===== config.mk =====
export PLATFORM = sky130hd
export DESIGN_NAME = verificador_secuencia_flat
export DESIGN_NICKNAME = d
export VERILOG_FILES = /design/src/rtl/verificador_secuencia_if.sv /design/src/rtl/verificador_secuencia.sv /design/src/flat_wrapper.sv
export SDC_FILE = /design/constraint.sdc
export NUM_CORES = 1
export LEC_CHECK = 0
export ABC_AREA = 1
export CORE_MARGIN = 10
export CORE_UTILIZATION = 57
export DETAILED_ROUTE_END_ITERATION = 6
export DONT_BUFFER_PORTS = 1
export GPL_TIMING_DRIVEN = 0
export PLACE_DENSITY = 0.8
export SYNTH_ARGS = -nofsm -noshare
export SYNTH_HDL_FRONTEND = slang
export SYNTH_SLANG_ARGS = --single-unit

===== constraint.sdc =====
create_clock -name C -period 1.7 [get_ports C]
set_clock_uncertainty 0.15 [all_clocks]
set_input_delay 0.425 -clock C [delete_from_list [all_inputs] [get_ports C]]
set_output_delay 0.425 -clock C [all_outputs]
set_load 0.02 [all_outputs]

===== src/rtl/verificador_secuencia_if.sv =====
// Signal bundle between the sequence checker and whatever drives and
// observes it. The clock and reset stay outside as plain ports.
interface verificador_secuencia_if;
   logic [3:0] Q;          // counter output under check
   logic       EN;         // sample enable
   logic       CLR_ERR;    // synchronous clear of sticky flag and error count
   logic       LOCK;       // high while locked onto the sequence
   logic       ERR;        // one-cycle mismatch pulse
   logic       ERR_STICKY; // mismatch seen since last clear
   logic [3:0] IDX;        // index of the next expected element
   logic [7:0] PERIODS;    // completed matched periods, saturating
   logic [7:0] ERRCNT;     // mismatch count, saturating

   // Stimulus side: drives the counter value and controls, watches results
   modport master (
      output Q, EN, CLR_ERR,
      input  LOCK, ERR, ERR_STICKY, IDX, PERIODS, ERRCNT
   );

   // Checker side
   modport slave (
      input  Q, EN, CLR_ERR,
      output LOCK, ERR, ERR_STICKY, IDX, PERIODS, ERRCNT
   );
endinterface


===== src/rtl/verificador_secuencia.sv =====
// Sequence checker for the 4-bit arbitrary-sequence counter. Samples Q on
// every rising edge of C, follows the programmed sequence and reports lock,
// mismatch pulses, a sticky error flag, completed periods and an error count.
module verificador_secuencia #(
   parameter int          LEN = 8,                      // valid elements, 2..16
   parameter logic [63:0] SEQ = 64'h0000_0000_08CE_F731 // element i = SEQ[4*i+3:4*i]
) (
   input  logic                    C,
   input  logic                    Rn,
   verificador_secuencia_if.slave  bus
);

   typedef enum logic [1:0] {
      HUNT   = 2'd0,
      TRACK  = 2'd1,
      LOCKED = 2'd2
   } state_t;

   localparam logic [3:0] LAST_IDX  = 4'(LEN - 1);
   localparam logic [3:0] FIRST_VAL = SEQ[3:0];
   localparam logic [7:0] CNT_MAX   = 8'hFF;

   state_t     r_state;
   state_t     w_state_nxt;
   logic [3:0] r_idx;
   logic [3:0] w_idx_nxt;
   logic [3:0] w_expected;
   logic       w_mismatch;
   logic       w_wrap;

   logic       r_err;
   logic       r_sticky;
   logic [7:0] r_periods;
   logic [7:0] r_errcnt;
   logic       w_err_nxt;
   logic       w_sticky_nxt;
   logic [7:0] w_periods_nxt;
   logic [7:0] w_errcnt_nxt;

   // Element the checker expects next; IDX never exceeds LEN-1
   assign w_expected = SEQ[{r_idx, 2'b00} +: 4];

   // State register: FSM state, index and all reported flags/counters
   // NOTE: every register here is a few flops, so all of them get the async reset.
   always_ff @(posedge C or negedge Rn) begin
      if (!Rn) begin
         r_state   <= HUNT;
         r_idx     <= '0;
         r_err     <= 1'b0;
         r_sticky  <= 1'b0;
         r_periods <= '0;
         r_errcnt  <= '0;
      end else begin
         // NOTE: non-blocking assignments so every register sees pre-edge values.
         r_state   <= w_state_nxt;
         r_idx     <= w_idx_nxt;
         r_err     <= w_err_nxt;
         r_sticky  <= w_sticky_nxt;
         r_periods <= w_periods_nxt;
         r_errcnt  <= w_errcnt_nxt;
      end
   end

   // Next-state logic: follow the sequence, detect mismatches and period wraps
   always_comb begin
      // NOTE: defaults first so no path leaves a signal unassigned (no latches).
      w_state_nxt = r_state;
      w_idx_nxt   = r_idx;
      w_mismatch  = 1'b0;
      w_wrap      = 1'b0;
      if (bus.EN) begin
         case (r_state)
            HUNT: begin
               if (bus.Q == FIRST_VAL) begin
                  w_state_nxt = TRACK;
                  w_idx_nxt   = 4'd1;
               end else begin
                  w_idx_nxt   = 4'd0;
               end
            end
            TRACK, LOCKED: begin
               if (bus.Q == w_expected) begin
                  if (r_idx == LAST_IDX) begin
                     w_idx_nxt   = 4'd0;
                     w_wrap      = 1'b1;
                     w_state_nxt = LOCKED;
                  end else begin
                     w_idx_nxt   = r_idx + 4'd1;
                  end
               end else begin
                  w_mismatch = 1'b1;
                  // A wrong value that happens to be the first element restarts tracking at once
                  if (bus.Q == FIRST_VAL) begin
                     w_state_nxt = TRACK;
                     w_idx_nxt   = 4'd1;
                  end else begin
                     w_state_nxt = HUNT;
                     w_idx_nxt   = 4'd0;
                  end
               end
            end
            default: begin
               w_state_nxt = HUNT;
               w_idx_nxt   = 4'd0;
            end
         endcase
      end
   end

   // Output logic: error pulse, sticky flag and saturating counters
   always_comb begin
      w_err_nxt     = w_mismatch;
      w_sticky_nxt  = r_sticky;
      w_errcnt_nxt  = r_errcnt;
      w_periods_nxt = r_periods;
      if (w_wrap && (r_periods != CNT_MAX))
         w_periods_nxt = r_periods + 8'd1;
      // A mismatch beats a simultaneous clear: the clear wipes history, then this error counts
      if (w_mismatch) begin
         w_sticky_nxt = 1'b1;
         if (bus.CLR_ERR)
            w_errcnt_nxt = 8'd1;
         else if (r_errcnt != CNT_MAX)
            w_errcnt_nxt = r_errcnt + 8'd1;
      end else if (bus.CLR_ERR) begin
         w_sticky_nxt = 1'b0;
         w_errcnt_nxt = 8'd0;
      end
   end

   assign bus.LOCK       = (r_state == LOCKED);
   assign bus.ERR        = r_err;
   assign bus.ERR_STICKY = r_sticky;
   assign bus.IDX        = r_idx;
   assign bus.PERIODS    = r_periods;
   assign bus.ERRCNT     = r_errcnt;

endmodule


===== src/flat_wrapper.sv =====
// flat-port wrapper written by rule: the top's interface ports become plain ports
module verificador_secuencia_flat 
#(
   parameter int          LEN = 8,                                              
   parameter logic [63:0] SEQ = 64'h0000_0000_08CE_F731                              
)
  (C, Rn, bus_Q, bus_EN, bus_CLR_ERR, bus_LOCK, bus_ERR, bus_ERR_STICKY, bus_IDX, bus_PERIODS, bus_ERRCNT);
  verificador_secuencia_if bus_i ();
  input  logic C;
  input  logic Rn;
  input wire logic [$bits(bus_i.Q)-1:0] bus_Q;
  input wire logic [$bits(bus_i.EN)-1:0] bus_EN;
  input wire logic [$bits(bus_i.CLR_ERR)-1:0] bus_CLR_ERR;
  output wire logic [$bits(bus_i.LOCK)-1:0] bus_LOCK;
  output wire logic [$bits(bus_i.ERR)-1:0] bus_ERR;
  output wire logic [$bits(bus_i.ERR_STICKY)-1:0] bus_ERR_STICKY;
  output wire logic [$bits(bus_i.IDX)-1:0] bus_IDX;
  output wire logic [$bits(bus_i.PERIODS)-1:0] bus_PERIODS;
  output wire logic [$bits(bus_i.ERRCNT)-1:0] bus_ERRCNT;
  assign bus_i.Q = bus_Q;
  assign bus_i.EN = bus_EN;
  assign bus_i.CLR_ERR = bus_CLR_ERR;
  assign bus_LOCK = bus_i.LOCK;
  assign bus_ERR = bus_i.ERR;
  assign bus_ERR_STICKY = bus_i.ERR_STICKY;
  assign bus_IDX = bus_i.IDX;
  assign bus_PERIODS = bus_i.PERIODS;
  assign bus_ERRCNT = bus_i.ERRCNT;
  verificador_secuencia #(.LEN(LEN), .SEQ(SEQ)) u_core (.C(C), .Rn(Rn), .bus(bus_i));
endmodule

* Word-level counts from Yosys, hierarchy flattened
Index checks and enable logic that the tools add are counted.
** Storage, ports and cells
- Flip-flop bits (word level) :: 24
- Input bits :: 8
- Output and inout port bits :: 23
- Logic and storage cells :: 48
** Cells by class
- Add/sub/neg operators :: 3
- Eq/ne operators :: 9
- Shift-type cells :: 1
- Muxes and demuxes :: 22
- Reductions and logical operators :: 7
** Operators with widths (count)
- $shiftx 64x7->4 const A :: 1
- $mux 8 :: 4
- $add 8x1->8 const B :: 2
- $ne 8x8->1 const B :: 2
- $mux 1 :: 11
- $mux 4 :: 2
- $pmux 4 s2 :: 1
- $mux 2 :: 3
- $add 4x1->4 const B :: 1
- $eq 4x1->1 const B :: 1
- $eq 4x3->1 const B :: 1
- $eq 4x4->1 :: 1
- $pmux 2 s2 :: 1
- $reduce_bool 2->1 :: 2
- $ne 3x3->1 const B :: 1
- $reduce_and 3->1 :: 1
- $eq 2x1->1 const B :: 1
- $eq 2x2->1 const B :: 1
- $logic_not 2->1 :: 1
- $ne 2x1->1 const B :: 1
- $reduce_and 2->1 :: 1
- $reduce_or 2->1 :: 1
- $logic_and 1x1->1 :: 1

* Longest topological paths before layout
Gate-level depths: netlist of run 1.
- Depth in word-level cells :: 7
- Mapped depth :: 13
- Depth with buffers taken out :: 13

* Least setup slack after synthesis of run 1
No wires, ideal clock.
- Path kind :: reg2reg
- Start :: register u_core.r_idx[2], in the netlist u_core.bus.IDX[2]
- End :: register u_core.r_periods[5], in the netlist u_core.bus.PERIODS[5]
- Setup time :: 0.117 ns
- Arrival time :: 1.682 ns
- Required time :: 1.433 ns
- Path slack :: -0.249 ns
- Stages on the path, launching flop included :: 13
- Buffers on the path :: 0
- Clock period less this slack :: 1.949 ns
- Path through :: dfrtp_1 > ha_1 > nand2_1 > nand2_1 > nand2_1 > inv_2 > nand2_1 > nor2_4 > nand3_4 > nor2_8 > nand3_1 > nand2_1 > nand2_1
** Between the ends
- Word-level cells in the longest chain between the ends :: 6
- Elaborated cells between the ends (all ways) :: 8
- Classes of those cells :: eq/ne (2); shift (1); mux (4); reduce/logical (1)
** RTL lines
- start: declaration :: line verificador_secuencia.sv:25 : logic [3:0] r_idx;
- start signal: assignment :: line verificador_secuencia.sv:56 : r_idx <= w_idx_nxt;
- $shiftx 64x7->4 or $eq 4x3->1 (tied branches) :: line verificador_secuencia.sv:41, verificador_secuencia.sv:83
- $eq 4x4->1 or $mux 1 (tied branches) :: line verificador_secuencia.sv:82, verificador_secuencia.sv:83
- $mux 1 (*) :: line verificador_secuencia.sv:82 : if (bus.Q == w_expected) begin
- $mux 1 (*) :: line verificador_secuencia.sv:72 : case (r_state)
- $mux 1 (*) :: line verificador_secuencia.sv:71 : if (bus.EN) begin
- $logic_and 1x1->1 (*) :: line verificador_secuencia.sv:116 : if (w_wrap && (r_periods != CNT_MAX))
- end signal: assignment :: line verificador_secuencia.sv:59 : r_periods <= w_periods_nxt;
- end: declaration :: line verificador_secuencia.sv:33 : logic [7:0] r_periods;
Mark *: on every way between the ends. The rest lies on a longest branch, timed or not.
A chain may end at the register's enable or synchronous reset.

* Final worst setup path of run 1
- Start :: register u_core.r_idx[1], in the netlist u_core.bus.IDX[1]
- End :: register u_core.r_periods[4], in the netlist u_core.bus.PERIODS[4]
Same word-level chain as after synthesis.

==> metrics.txt, run 1 <==
Placed Cells incl. Taps 249; Critical Path Max Stage Delay 0.54 ns; Max Clock Freq 0.494 GHz; Worst-path clk slew 0.14 ns; unrepaired setup endpoints after global routing yes; Final Max Slew Viols 0; Layout area overhead 22.7%; Pwr Total 1.53 mW; hold path start bus_CLR_ERR; die area 0.00546 sq mm; wire per inst 15.2 microns; required time worst endpoint 1.78 ns; RR Startpoint u_core.bus.IDX[1]; peak supply drop 0.700 mV; yosys warns 0; Vias/cell 5.75; final hold vios 0; hold path depth 3; Post-Layout Cell Count 263; Finished Cell Area 0.00203 sq mm; Syn Nets 236; Post-synth EDFFs 0; Setup TNS Final -6.39 ns; Final nets 251; Worst Path Arrival 2.10 ns; hold path endpoint u_core.bus.ERRCNT[7]; GP Congestion 0.845; leading cell type in the layout, fill and taps excluded nand2_1; Crit Path Category flop to flop; Rows 19; worst slack, placed -0.333 ns; Overflow after GRT 0; DRT Wirelength 4000 microns; clk sinks 24; crit-path max FO 5; worst-path cell with the longest stage delay dfrtp_2; I/O pins 31; First DRT Iteration DRCs 120; Final Critical Period 2.02 ns; layout cells sized above 1 0.328; final core occ 0.736; # DRC 0; Lkg Pwr 0.945 nW; Post-synth top flop dfrtp_1; dpl hpwl 2690 microns; Avg Cell Area, Syn 7.59 sq um; Clock Latency Late Sink 0.32 ns; TritonCTS Buffers 3; Critical Path, Cell by Cell ha_2 > nand2_1 > nor2_2 > inv_2 > nor2_1 > inv_2 > nor2_8 > nand3_2 > nand2_2 > nand2_1; Worst slew margin 0.661; CTS tree done; min-delay worst type primary input to flop; Placed Area 0.00172 sq mm; fillcell total 205; Core Box Area 0.00276 sq mm; synthesis-stage register bit count 24; Startpoint Class flop; CP Capture Type flop; RR Endpoint u_core.bus.PERIODS[4]; number of global-route vias before repair 1407; Final WS setup -0.324 ns; Max-Cap Viols 0; # port buffers 0; sequential share of the synthesized area 0.363; Final Hold Slack 0.0885 ns; antenna violations before repair 0; final clock period utilization by the worst path 1.19; Tot GR Track Use 0.142; r2r setup slk -0.32 ns; pin count of the biggest net entering global routing 25; status finished, violations left; Cell Pwr Density 752 mW/mm^2; first-pass GRT wire length 6420 microns; initial core utilization 0.600; most frequent cells in the layout 46 x nand2_1, 23 x nand3_1, 21 x inv_1; Post-synth ARST share 1.00; die height 73.9 microns; R2R cell count 10; failing checks negative setup slack; Synth cell types 29; Final Setup Violations 24; ANT cells 0; Chip Width 73.9 microns; Root Driver clkbuf_4; clk buf depth 2; worst slew pin tran 0.508 ns; htree depth 1; DR pass1 iterations 4; Post-Syn Area 0.00166 sq mm; Vias 1511; post-synthesis cell count 218; Final ANT Viol Nets 0
[worst max-delay path: cells and delay by family, from the launching register on]
| family | cells | cell delay, ns |
|---|---|---|
| buffers and inverters | 2 | 0.17 |
| AND/OR/NAND/NOR | 7 | 0.83 |
| flip-flops | 1 | 0.54 |
| adder cells (fa/ha/maj) | 1 | 0.23 |
[state kept, by name (all words and copies together), names as in the netlist]
register	flops
u_core.bus.ERR	1
u_core.bus.ERRCNT	8
u_core.bus.ERR_STICKY	1
u_core.bus.IDX	4
u_core.bus.PERIODS	8
u_core.r_state	2
[area by class of cell]
type | count | area (sq um) | area share
Timing Repair Buffer | 8 | 82.6 | 0.0407
Sequential cell | 24 | 611 | 0.301
Inverter | 32 | 125 | 0.0616
Buffer | 4 | 21.3 | 0.0105
Clock buffer | 3 | 22.5 | 0.0111
Tap cell | 31 | 38.8 | 0.0191
Clock inverter | 1 | 30.0 | 0.0148
Multi-Input combinational cell | 160 | 1100 | 0.542
[logic make-up after synthesis]
kind of cell               Yosys count  synth area share
DFF                                 24             0.363
adders and majority gates           10            0.0756
AOI/OAI and AO/OA                   12            0.0431
xor gates and xnor gates             4            0.0212
and+or+nand+nor                    132             0.414
buffers and inverters               36            0.0831
[how the worst max path moves through the flow]
stage,cells after the start,slack (ns),start,end
4_1_cts,12,-0.34,u_core.bus.IDX[2],u_core.bus.PERIODS[5]
3_3_place_gp,12,-0.30,u_core.bus.IDX[2],u_core.bus.PERIODS[2]
6_report,10,-0.32,u_core.bus.IDX[1],u_core.bus.PERIODS[4]
5_1_grt,10,-0.46,u_core.bus.IDX[1],u_core.bus.PERIODS[5]
2_1_floorplan,12,-0.16,u_core.bus.IDX[2],u_core.bus.PERIODS[5]
3_5_place_dp,12,-0.33,u_core.bus.IDX[2],u_core.bus.PERIODS[5]
[synth_stat cells (all sizes together) (3+ instances only)]
library cell / number / area share
inv: 32 / 0.073
nand4: 14 / 0.062
nand2: 59 / 0.14
a21oi: 3 / 0.0091
nor2: 21 / 0.076
o21ai: 4 / 0.012
nand3: 34 / 0.12
ha: 10 / 0.076
dfrtp: 24 / 0.36
[per-layer routing]
| metal | wire (microns) | track usage | share of wire |
|---|---|---|---|
| met1 | 1690 | 0.179 | 0.42 |
| met2 | 1990 | 0.237 | 0.50 |
| met3 | 295 | 0.0269 | 0.074 |
| met4 | 25 | 0.0476 | 0.0062 |
| met5 | 0 | 0 | 0 |
[power by group]
group          switching [mW]  total, mW  internal (mW)
combinational           0.271      0.416          0.145
clock                   0.185      0.423          0.238
sequential             0.0742      0.687          0.613
total                   0.530       1.53          0.996
[timing repair]
action,4_1_cts,5_1_grt
cloned,2,0
hold buffers,2,0
pin swaps,8,15
endpoints found under the setup margin,25,25
hold endpoints to repair,24,0
resized for setup,8,35
buffers inserted,3,3
Note: power is estimated with default switching activity, not from simulation.
==> run 2: changes to the inputs <==
--- a/config.mk
+++ b/config.mk
@@ -11,6 +11,7 @@
 export DETAILED_ROUTE_END_ITERATION = 6
 export DONT_BUFFER_PORTS = 1
 export GPL_TIMING_DRIVEN = 0
+export MAX_ROUTING_LAYER = met4
 export PLACE_DENSITY = 0.8
 export SYNTH_ARGS = -nofsm -noshare
 export SYNTH_HDL_FRONTEND = slang
==> metrics.txt, run 2 (synthesized netlist as in run 1, its figures left out) <==
status finished, violations left; failing checks negative setup slack; Tot GR Track Use 0.146 (+0.00398); Pwr Total 1.53 mW (about the same); layout cells sized above 1 0.328 (unchanged); final clock period utilization by the worst path 1.19 (-0.00269); Worst slew margin 0.662 (+0.000879); # port buffers 0 (unchanged); leading cell type in the layout, fill and taps excluded nand2_1; Max-Cap Viols 0 (unchanged); clk buf depth 2 (unchanged); crit-path max FO 5 (unchanged); Worst-path clk slew 0.14 ns (about the same); pin count of the biggest net entering global routing 25 (unchanged); I/O pins 31 (unchanged); die area 0.00546 sq mm (unchanged); Critical Path Max Stage Delay 0.54 ns (about the same); First DRT Iteration DRCs 137 (+14%); die height 73.9 microns (unchanged); CTS tree done; Setup TNS Final -6.30 ns (+0.0824 ns); Vias 1503 (-0.53%); Core Box Area 0.00276 sq mm (unchanged); final hold vios 0 (unchanged); Final Setup Violations 24 (unchanged); Rows 19 (unchanged); wire per inst 15.3 microns (+0.42%); r2r setup slk -0.32 ns (about the same); hold path start bus_CLR_ERR; initial core utilization 0.600 (unchanged); Root Driver clkbuf_4; Finished Cell Area 0.00203 sq mm (unchanged); peak supply drop 0.700 mV (about the same); RR Endpoint u_core.bus.PERIODS[4]; Lkg Pwr 0.945 nW (unchanged); GRT met3 Usage 0.0242 (-0.00269); most crowded layer after global routing met2; Placed Area 0.00172 sq mm (unchanged); clk sinks 24 (unchanged); worst-path cell with the longest stage delay dfrtp_2; Vias/cell 5.71 (-0.53%); Max Clock Freq 0.495 GHz (+0.23%); DR pass1 iterations 4 (unchanged); RR Startpoint u_core.bus.IDX[1]; R2R cell count 10 (unchanged); first-pass GRT wire length 6420 microns (unchanged); Final WS setup -0.319 ns (+0.00457 ns); antenna violations before repair 0 (unchanged); unrepaired setup endpoints after global routing yes; Final Max Slew Viols 0 (unchanged); Crit Path Category flop to flop; fillcell total 205 (unchanged); Critical Path, Cell by Cell ha_2 > nand2_1 > nor2_2 > inv_2 > nor2_1 > inv_2 > nor2_8 > nand3_2 > nand2_2 > nand2_1; Chip Width 73.9 microns (unchanged); required time worst endpoint 1.78 ns (about the same); Overflow after GRT 0 (unchanged); Placed Cells incl. Taps 249 (unchanged); worst slack, placed -0.333 ns (unchanged); Final Critical Period 2.02 ns (-0.00457 ns); htree depth 1 (unchanged); # DRC 0 (unchanged); CP Buf/Inv Count 2 (unchanged); min-delay worst type primary input to flop; cell family with most CP delay simple AND/OR/NAND/NOR gates; TritonCTS Buffers 3 (unchanged); CP Capture Type flop; Layout area overhead 22.7% (unchanged); Clock Latency Late Sink 0.32 ns (about the same); Worst Path Arrival 2.10 ns (about the same); Final ANT Viol Nets 0 (unchanged); dpl hpwl 2690 microns (unchanged); GP Congestion 0.858 (+1.6%); Final nets 251 (unchanged); hold path endpoint u_core.bus.ERRCNT[7]; Cell Pwr Density 752 mW/mm^2 (about the same); GR Util met2 0.237 (unchanged); ANT cells 0 (unchanged); hold path depth 3 (unchanged); DRT Wirelength 4020 microns (+0.42%); worst slew pin tran 0.507 ns (-0.00132 ns); number of global-route vias before repair 1406 (-0.071%); most frequent cells in the layout 46 x nand2_1, 23 x nand3_1, 21 x inv_1; Post-Layout Cell Count 263 (unchanged); met1 Resource Use GR 0.180 (+0.00158); Startpoint Class flop
run 2: cell counts in the layout (fill, tap and decap cells not counted):
No cell type changed its count.
run 2: worst max path at each step:
stage                       endpoint               from  slack, ns  cells after the start
6_report       u_core.bus.PERIODS[4]  u_core.bus.IDX[1]      -0.32                     10
5_1_grt        u_core.bus.PERIODS[5]  u_core.bus.IDX[1]      -0.46                     10
4_1_cts        u_core.bus.PERIODS[5]  u_core.bus.IDX[2]      -0.34                     12
3_5_place_dp   u_core.bus.PERIODS[5]  u_core.bus.IDX[2]      -0.33                     12
3_3_place_gp   u_core.bus.PERIODS[2]  u_core.bus.IDX[2]      -0.30                     12
2_1_floorplan  u_core.bus.PERIODS[5]  u_core.bus.IDX[2]      -0.16                     12
run 2: worst register-to-register path, cell delays in order, from the launching register on:
cell     delay (ns)
dfrtp_2        0.54
ha_2           0.24
nand2_1        0.10
nor2_2         0.18
inv_2          0.04
nor2_1         0.19
inv_2          0.13
nor2_8         0.17
nand3_2        0.08
nand2_2        0.06
nand2_1        0.05
run 2: routing by layer:
metal	vias to the layer above	part of all wire	wire [microns]
met1	704	0.43	1720
li1	754	-	-
met4	0	0.0062	25
met2	41	0.50	1990
met3	4	0.070	281
met5	-	0	0
run 2: timing repair:
item,4_1_cts,5_1_grt
pin swaps,8,15
setup endpoints to repair,25,25
hold buffers,2,0
buffers inserted,3,3
endpoints found under the hold margin,24,0
resized for setup,8,35
cloned,2,0
run 2: per-stage QoR:
stage               hold WS, ns  utilization
global route             0.0742        0.736
floorplan               -0.0206            -
global placement        -0.0193        0.625
detailed placement      -0.0193        0.625
finish                   0.0875        0.736
CTS                      0.0846        0.682
run 2: report_power, final:
group          internal, mW  switching (mW)
Clock                 0.238           0.185
Combinational         0.145           0.271
Sequential            0.613          0.0743
Total                 0.996           0.530
run 2: final cells by class:
type / instances / area (sq um) / area share
multi-input cells: 160 / 1100 / 0.542
repair buffers: 8 / 82.6 / 0.0407
plain buffers: 4 / 21.3 / 0.0105
well taps: 31 / 38.8 / 0.0191
flip-flops and latches: 24 / 611 / 0.301
clock buffers: 3 / 22.5 / 0.0111
clock inverters: 1 / 30.0 / 0.0148
inverters: 32 / 125 / 0.0616
==> run 3: changes to the inputs <==
--- a/config.mk
+++ b/config.mk
@@ -16,3 +16,4 @@
 export SYNTH_ARGS = -nofsm -noshare
 export SYNTH_HDL_FRONTEND = slang
 export SYNTH_SLANG_ARGS = --single-unit
+export TNS_END_PERCENT = 30
==> metrics.txt, run 3 (synthesized netlist as in run 1, its figures left out) <==
Cell Pwr Density 775 mW/mm^2 (+3.0%); first-pass GRT wire length 6180 microns (-3.9%); Rows 19 (unchanged); Pwr Total 1.49 mW (-2.2%); final hold vios 0 (unchanged); CP Buf/Inv Count 3 (+1); Setup TNS Final -6.71 ns (-0.403 ns); RR Endpoint u_core.bus.ERRCNT[1]; number of global-route vias before repair 1391 (-1.1%); Max-Cap Viols 0 (unchanged); Startpoint Class flop; DR pass1 iterations 5 (+1); fillcell total 225 (+9.8%); Overflow after GRT 0 (unchanged); Tot GR Track Use 0.143 (-0.00322); wire per inst 14.4 microns (-5.6%); antenna violations before repair 0 (unchanged); unrepaired setup endpoints after global routing yes; ANT cells 0 (unchanged); Core Box Area 0.00276 sq mm (unchanged); initial core utilization 0.600 (unchanged); clk buf depth 2 (unchanged); Levels on crit path 13 (+3); Critical Path, Cell by Cell ha_4 > nand2_2 > nand2_1 > nand2_1 > inv_2 > nand2_2 > nor2_4 > buf_4 > nand2_4 > nand4_4 > buf_12 > nand3_1 > nand2_1; Worst slew margin 0.290 (-0.372); I/O pins 31 (unchanged); Final ANT Viol Nets 0 (unchanged); Critical Path Max Stage Delay 0.54 ns (about the same); worst slew pin tran 1.07 ns (+0.558 ns); min-delay worst type primary input to flop; dpl hpwl 2710 microns (+0.87%); Crit. Startpoint u_core.bus.IDX[2]; CP Capture Type flop; RR Startpoint u_core.bus.IDX[2]; r2r setup slk -0.34 ns (-0.02 ns); # port buffers 0 (unchanged); leading cell type in the layout, fill and taps excluded nand2_1; Worst Path Arrival 2.17 ns (+0.07 ns); final clock period utilization by the worst path 1.20 (+0.0144); peak supply drop 0.522 mV (-25%); Worst path most repeated cell nand2_1; cell family with most CP delay simple AND/OR/NAND/NOR gates; Final Critical Period 2.04 ns (+0.0245 ns); DRT Wirelength 3770 microns (-6.3%); Final Setup Violations 24 (unchanged); Final WS setup -0.344 ns (-0.0245 ns); status finished, violations left; pin count of the biggest net entering global routing 25 (unchanged); die area 0.00546 sq mm (unchanged); die height 73.9 microns (unchanged); worst slack, placed -0.391 ns (-0.0584 ns); Clock Latency Late Sink 0.33 ns (about the same); Worst-path clk slew 0.14 ns (about the same); Final Max Slew Viols 0 (unchanged); Final Hold Slack 0.0809 ns (-0.00666 ns); Crit Path Category flop to flop; R2R cell count 13 (+3); # DRC 0 (unchanged); Layout area overhead 16.5%; crit-path max FO 8 (+3); failing checks negative setup slack; CTS tree done; Root Driver clkbuf_4; crit path to u_core.bus.ERRCNT[1]; Vias 1469 (-2.3%); Final nets 249 (-0.80%); layout cells sized above 1 0.257 (-0.0711); required time worst endpoint 1.83 ns (+0.05 ns); GP Congestion 0.814 (-5.2%); TritonCTS Buffers 3 (unchanged); worst-path cell with the longest stage delay dfrtp_2; Lkg Pwr 0.942 nW (-0.30%); htree depth 1 (unchanged); Max Clock Freq 0.489 GHz (-1.2%); most frequent cells in the layout 52 x nand2_1, 29 x nand3_1, 22 x inv_1; final core occ 0.699 (-0.0372); Vias/cell 5.63 (-1.5%); Chip Width 73.9 microns (unchanged); First DRT Iteration DRCs 80 (-42%); clk sinks 24 (unchanged)
[run 3: metal layers]
| layer | track usage | vias up | share of wire |
|---|---|---|---|
| met3 | 0.0323 | 5 | 0.075 |
| li1 | - | 741 | - |
| met4 | 0.0559 | 0 | 0.015 |
| met1 | 0.176 | 685 | 0.43 |
| met2 | 0.222 | 38 | 0.48 |
| met5 | - | - | 0 |
[run 3: worst reg2reg max path: stages, from the launching register on]
cell	delay, ns
dfrtp_2	0.54
ha_4	0.31
nand2_2	0.04
nand2_1	0.06
nand2_1	0.06
inv_2	0.06
nand2_2	0.06
nor2_4	0.15
buf_4	0.14
nand2_4	0.06
nand4_4	0.10
buf_12	0.12
nand3_1	0.06
nand2_1	0.08
[run 3: metrics by stage]
| step | std cells | area (sq um) |
|---|---|---|
| after floorplan | 218 | 1680 |
| after global placement | 249 | 1720 |
| after detailed placement | 249 | 1720 |
| after CTS | 258 | 1850 |
| after global routing | 261 | 1930 |
| final | 261 | 1930 |
[run 3: timing repair]
action	CTS	global route
cloned	1	0
buffers inserted	3	3
endpoints found under the hold margin	24	0
hold buffers	1	0
endpoints found under the setup margin	25	32
gates resized for setup	14	12
pin swaps	9	15
[run 3: layout make-up]
cell class              count  area, sq um  area share
clock buffers               3         22.5      0.0117
plain buffers               4         21.3      0.0110
inverters                  32          120      0.0623
clock inverters             1         30.0      0.0156
well taps                  31         38.8      0.0201
repair buffers              7         70.1      0.0363
multi-input cells         159         1020       0.527
flip-flops and latches     24          609       0.316
[run 3: power breakdown]
part / internal, mW / leakage (nW) / switching [mW] / total (mW)
Combinational: 0.134 / 0.599 / 0.247 / 0.380
Sequential: 0.613 / 0.314 / 0.0718 / 0.685
Clock: 0.239 / 0.0279 / 0.190 / 0.429
[run 3: worst min path at each step]
stage                      from                    end  cells past startpoint
finish              bus_CLR_ERR   u_core.bus.ERRCNT[2]                      3
global route        bus_CLR_ERR   u_core.bus.ERRCNT[2]                      3
CTS                 bus_CLR_ERR   u_core.bus.ERRCNT[2]                      3
detailed placement           Rn  u_core.bus.PERIODS[3]                      0
global placement             Rn  u_core.bus.PERIODS[4]                      0
floorplan                    Rn         u_core.bus.ERR                      0
